File: src/rtl/logic_gate_unit.sv
// Bitwise logic unit: eight ops over two WIDTH-bit operands with a 2-entry in-order
// result buffer on valid/ready handshakes, plus a saturating completed-pop counter.
module logic_gate_unit #(
    parameter int unsigned WIDTH = 8,
    parameter int unsigned CNT_W = 16
) (
    input  logic             clk,
    input  logic             rst,
    input  logic             in_valid,
    output logic             in_ready,
    input  logic [WIDTH-1:0] a,
    input  logic [WIDTH-1:0] b,
    input  logic [2:0]       op,
    output logic             out_valid,
    input  logic             out_ready,
    output logic [WIDTH-1:0] y,
    output logic             y_all,
    output logic             y_any,
    output logic             err,
    output logic [CNT_W-1:0] op_count
);

    typedef struct packed {
        logic [WIDTH-1:0] y;
        logic             err;
        logic             all;
        logic             any;
    } entry_t;

    entry_t           head_q, head_d, tail_q, tail_d, new_entry;
    logic             head_vld_q, head_vld_d, tail_vld_q, tail_vld_d;
    logic [CNT_W-1:0] op_count_q, op_count_d;
    logic [WIDTH-1:0] res;
    logic             push, pop;

    // Operation decode; every code is covered so no X can leak into the buffer.
    always_comb begin
        res           = '0;
        new_entry     = '0;
        case (op)
            3'b000:  res = a & b;
            3'b001:  res = a | b;
            3'b010:  res = ~(a & b);
            3'b011:  res = ~(a | b);
            3'b100:  res = a ^ b;
            3'b101:  res = ~(a ^ b);
            3'b110:  res = ~a;
            default: res = '0;
        endcase
        new_entry.y   = res;
        new_entry.err = (op == 3'b111);
        new_entry.all = &res;
        new_entry.any = |res;
    end

    // The buffer is kept compacted: a valid tail always implies a valid head.
    assign in_ready  = ~tail_vld_q;
    assign out_valid = head_vld_q;
    assign push      = in_valid & in_ready;
    assign pop       = head_vld_q & out_ready;

    always_comb begin
        head_d     = head_q;
        tail_d     = tail_q;
        head_vld_d = head_vld_q;
        tail_vld_d = tail_vld_q;
        op_count_d = op_count_q;
        if (pop) begin
            if (tail_vld_q) begin
                head_d     = tail_q;
                tail_d     = '0;
                tail_vld_d = 1'b0;
            end else if (push) begin
                head_d     = new_entry;
            end else begin
                head_d     = '0;
                head_vld_d = 1'b0;
            end
        end else if (push) begin
            if (head_vld_q) begin
                tail_d     = new_entry;
                tail_vld_d = 1'b1;
            end else begin
                head_d     = new_entry;
                head_vld_d = 1'b1;
            end
        end
        if (pop && (op_count_q != {CNT_W{1'b1}})) begin
            op_count_d = op_count_q + CNT_W'(1);
        end
    end

    always_ff @(posedge clk) begin
        if (rst) begin
            head_q     <= '0;
            tail_q     <= '0;
            head_vld_q <= 1'b0;
            tail_vld_q <= 1'b0;
            op_count_q <= '0;
        end else begin
            head_q     <= head_d;
            tail_q     <= tail_d;
            head_vld_q <= head_vld_d;
            tail_vld_q <= tail_vld_d;
            op_count_q <= op_count_d;
        end
    end

    // Empty head entry is all-zero, so outputs read 0 whenever out_valid is low.
    assign y        = head_q.y;
    assign err      = head_q.err;
    assign y_all    = head_q.all;
    assign y_any    = head_q.any;
    assign op_count = op_count_q;

endmodule

File: config.mk
export PLATFORM = sky130hd
export DESIGN_NAME = logic_gate_unit
export DESIGN_NICKNAME = d
export VERILOG_FILES = /design/src/rtl/logic_gate_unit.sv
export SDC_FILE = /design/constraint.sdc
export NUM_CORES = 1
export LEC_CHECK = 0
export ABC_CLOCK_PERIOD_IN_PS = 2450
export CAP_MARGIN = 20
export CELL_PAD_IN_SITES_DETAIL_PLACEMENT = 1
export CELL_PAD_IN_SITES_GLOBAL_PLACEMENT = 1
export CORE_MARGIN = 10
export CORE_UTILIZATION = 42
export CTS_CLUSTER_DIAMETER = 80
export DETAILED_ROUTE_END_ITERATION = 6
export DONT_BUFFER_PORTS = 1
export GPL_ROUTABILITY_DRIVEN = 0
export GPL_TIMING_DRIVEN = 0
export PLACE_DENSITY = 0.78
export REMOVE_ABC_BUFFERS = 1
export SLEW_MARGIN = 5
export SYNTH_ARGS = -nofsm -noshare
export SYNTH_HDL_FRONTEND = slang
export SYNTH_SLANG_ARGS = --single-unit
File: constraint.sdc
create_clock -name clk -period 2.45 [get_ports clk]
set_clock_uncertainty 0.2 [all_clocks]
set_input_delay 0.735 -clock clk [delete_from_list [all_inputs] [get_ports clk]]
set_output_delay 0.735 -clock clk [all_outputs]
set_load 0.03 [all_outputs]
# == Word level (Yosys, flattened, before mapping) ==
# Index checks and enable logic that the tools add are counted.
# totals
wordCells,59
reg_bits,40
out_inout_bits,29
# classes
n_reduce_logical,11
eq_ne,12
mux,14
n_addsub,1
bitwise_logic,10
# op_table
operator,n
$mux W11,9
$pmux W8 S7,1
$not A8 Y8,4
$add A16 B1 Y16 const B,1
$ne A16 B16 Y1 const B,1
$eq A3 B3 Y1 const B,4
$and A8 B8 Y8,1
$or A8 B8 Y8,1
$reduce_and A8 Y1,1
$reduce_or A8 Y1,1
$xor A8 B8 Y8,1
$eq A3 B2 Y1 const B,2
$ne A2 B2 Y1 const B,3
$reduce_and A3 Y1,2
$mux W1,4
$reduce_and A2 Y1,2
$reduce_bool A2 Y1,2
$eq A3 B1 Y1 const B,1
$logic_not A3 Y1,1
$and A1 B1 Y1,2
$ne A2 B1 Y1 const B,1
$reduce_or A2 Y1,1
$logic_and A1 B1 Y1,1
$not A1 Y1,1

# == Logic depth before layout (Yosys ltp) ==
# depth
ltp_word,7
depth_mapped,9
ltp_nobuf,8

# == Worst setup path after synthesis ==
# OpenSTA, ideal clock, no wires.
# synth_path
path_type,input to register
startpoint,input a[2]
endpoint,register head_q (netlist bit y_any)
setup_slack_ps,-233
cell_stages,8
path_buffers,0
arrival_ps,2357
path_cell_list,inv_1 ha_1 xnor2_1 nor2_1 or4_4 or2_4 nor4b_4 a31oi_1
# synth_between
elab_chain_len,7
# synth_rtl
item,line_no,rtl
from (decl),11,"input logic [WIDTH-1:0] a,"
$xor A8 B8 Y8 (tied with other cells),"45, 46",
$not A8 Y8 (on tied branches),"46, 43, 44",
$pmux W8 S7 *,40,case (op)
$reduce_or A8 Y1 *,53,new_entry.any = |res;
$mux W11 (on tied branches),"80, 73",
$mux W11 (on tied branches),"79, 69",
$mux W11 *,68,if (pop) begin
to (signal assigned),95,head_q <= '0;
to (signal assigned),101,head_q <= head_d;
to (decl),30,"entry_t head_q, head_d, tail_q, tail_d, new_entry;"
# Mark *: on every way between the ends. The rest lies on a longest branch, timed or not. The select of a mux whose other input is x is not followed.
# A chain may end at the register's enable or synchronous reset.

# == Worst setup path after layout ==
# Ends and elaborated chain as after synthesis.

==> impl_metrics.tcl <==
set metrics [dict create \
    synth_top_area_share_pct 30.7 \
    ys_ff_latch 40 \
    slowest_delay_ns 0.49 \
    final_util_pct 44.6 \
    crit_path_max_fanout 3 \
    setup_viol 0 \
    syn_avg_cell_area_um2 8.12 \
    viasPerCell 5.72 \
    yosysTopAreaCell "dfxtp_1" \
    synthMostInstantiatedCell "nor2_1" \
    total_power_w 0.00139 \
    yosysWarnings 0 \
    antenna_cells 0 \
    cp.required_ns 2.42 \
    boundaryPins 52 \
    cts_hold_buffers 0 \
    place_hpwl_mm 5.02 \
    cts_buffers 5 \
    ant_nets 0 \
    coreArea_mm2 0.00596 \
    yosys-top-cells-area "dfxtp_1 31%, ha_1 8.2%, nor2_1 6.9%" \
    routedWlPerCell_um 17.4 \
    clock_latency_ns 0.29 \
    cts_sinks 40 \
    drv_slew 0 \
    fin_cells 387 \
    clk_pin_slew_ns 0.07 \
    slowest_stage "or4_4" \
    period_minus_slack_ns 2.39 \
    vias 2213 \
    outcome "complete, no violations" \
    grt_max_degree 36 \
    crit_type "input port to flip-flop" \
    p_leak_nw 1.09 \
    dp.cells 379 \
    cts.root.buffer_cell "clkbuf_8" \
    worstMarginPinSlew_ns 0.637 \
    syn-cell-area_mm2 0.00260 \
    wirelength_mm 6.74 \
    synth_edf_count 0 \
    tns_ns 0 \
    htreeDepth 2 \
    syn_to_final_growth_pct 2.02 \
    end_kind "flip-flop" \
    hold_path_class "flip-flop to flip-flop" \
    rsz0062_at_grt "yes" \
    synthArstFlopShare_pct 0 \
    startpoint_type "input port" \
    die_y_um 98.8 \
    grt_pass1_wl_mm 11.4 \
    num-nets-final 352 \
    layout-drive-gt1-share_pct 10.3 \
    postSynthCellCount 321 \
    antenna_found_initial 0 \
    chipWidth_um 98.8 \
    drtPass1Iterations 4 \
    synthTopCellsByCount "48 x nor2_1, 40 x dfxtp_1, 24 x inv_1" \
    initial_core_util_pct 43.7 \
    fmax_mhz 418 \
    synth_ff_type "dfxtp_1" \
    first_iter_violations 78 \
    grt_util_all_layers_pct 13.6 \
    drv_cap 0 \
    grt_pass1_vias 2288 \
    relSlewSlack_pct 57.3 \
    clk_path_buf_depth 2 \
    port_buffers 0 \
    dieArea_mm2 0.00975 \
    rows 28 \
    critPathArrivalTime_ns 2.36 \
    drcViolationCount 0 \
    path_cells "inv_1 > ha_1 > xnor2_1 > nor2_1 > or4_4 > or2_4 > nor4b_4 > a31oi_1" \
    finalHoldViolCount 0 \
    ir_drop_mv 0.284 \
    ys_types 54 \
    finalCritPeriodShare_pct 97.6 \
    power.density_mw_per_mm2 521 \
    grt-ovfl-total 0 \
    cts_tree "done" \
    ys_seq_area_share_pct 30.7 \
]
where the power goes:
part	leakage, nW	internal, W	total [W]	switching, W
Combinational	0.726	0.0000994	0.000227	0.000127
Clock	0.0410	0.000194	0.000419	0.000225
Sequential	0.327	0.000676	0.000740	0.0000647
Total	1.09	0.000969	0.00139	0.000417
cell families after synthesis:
family / synth area share [%]
buffers and inverters: 9.65
adders and majority gates: 8.17
xor gates and xnor gates: 8.07
DFF: 30.7
AOI/OAI and AO/OA: 16.9
and+or+nand+nor: 26.5
per-layer routing:
metal | global-route usage [%] | wire length (um) | vias to the layer above
met5 | 0 | 0 | -
li1 | - | - | 1097
met4 | 4.08 | 65 | 0
met3 | 5.17 | 499 | 6
met2 | 21.6 | 3170 | 34
met1 | 16.7 | 3000 | 1076
area by class of cell:
cell class	count	area, um2
clock buffer	6	72.6
tap	75	93.8
clock inverter	1	5.00
sequential	40	806
multi-input combinational	239	1570
timing repair buffer	2	15.0
inverter	24	93.8
fill	737	3300
sequential cells by signal, indices dropped and copies added (netlist names):
signal      flops
op_count       16
tail_q         11
y               8
err             1
out_valid       1
tail_vld_q      1
y_all           1
y_any           1
stage by stage:
step	area (um2)	hold WS, ns	worst slack, ns
after detailed placement	2540	0.245	-0.372
after CTS	2640	0.255	-0.0180
final	2660	0.253	0.0599
after floorplan	2440	0.226	-0.279
after global routing	2660	0.287	-0.0427
after global placement	2540	0.234	-0.665
worst paths after layout:
check                                             from  slack (ns)  depth (start not counted)                endpoint
worst min-delay path            tail_q[2]$_SDFFE_PP0P_        0.25                          2  tail_q[2]$_SDFFE_PP0P_
worst max-delay path                              a[2]        0.06                          8      y_any$_SDFFE_PP0P_
worst min register to register  tail_q[2]$_SDFFE_PP0P_        0.25                          2  tail_q[2]$_SDFFE_PP0P_
worst max register to register  out_valid$_SDFFE_PP0P_        0.18                          4      y_any$_SDFFE_PP0P_
placed cells by master (no fill, tap or decap), drive strengths merged, types with 2 or more instances in the layout:
master  instances
nand2b          5
nor4            9
nand4           9
nand2          22
or3             2
or3b            3
or4             2
clkbuf          6
a22o            3
o21ai          13
and3            3
and2            5
ha             17
inv            23
nand3          12
a21oi          18
o31ai           4
a31oi           3
o221ai          2
xor2           18
o32ai           2
a211oi          5
o211a           4
nor3            6
nor2           49
xnor2           6
buf             2
o211ai          6
dfxtp          40
worst max-delay path: cells and delay by family:
kind                       cells  cell delay, ns
buffers and inverters          1            0.02
xor gates and xnor gates       1            0.13
and+or+nand+nor                4            1.06
adders and majority gates      1            0.29
AOI/OAI and AO/OA              1            0.12
repair_timing:
item,in CTS,in global routing
setup endpoints to repair,12,6
cloned,0,0
pin swaps,3,5
buffers inserted,1,0
gates resized for setup,5,6
Power figures use the tool's default switching activity.
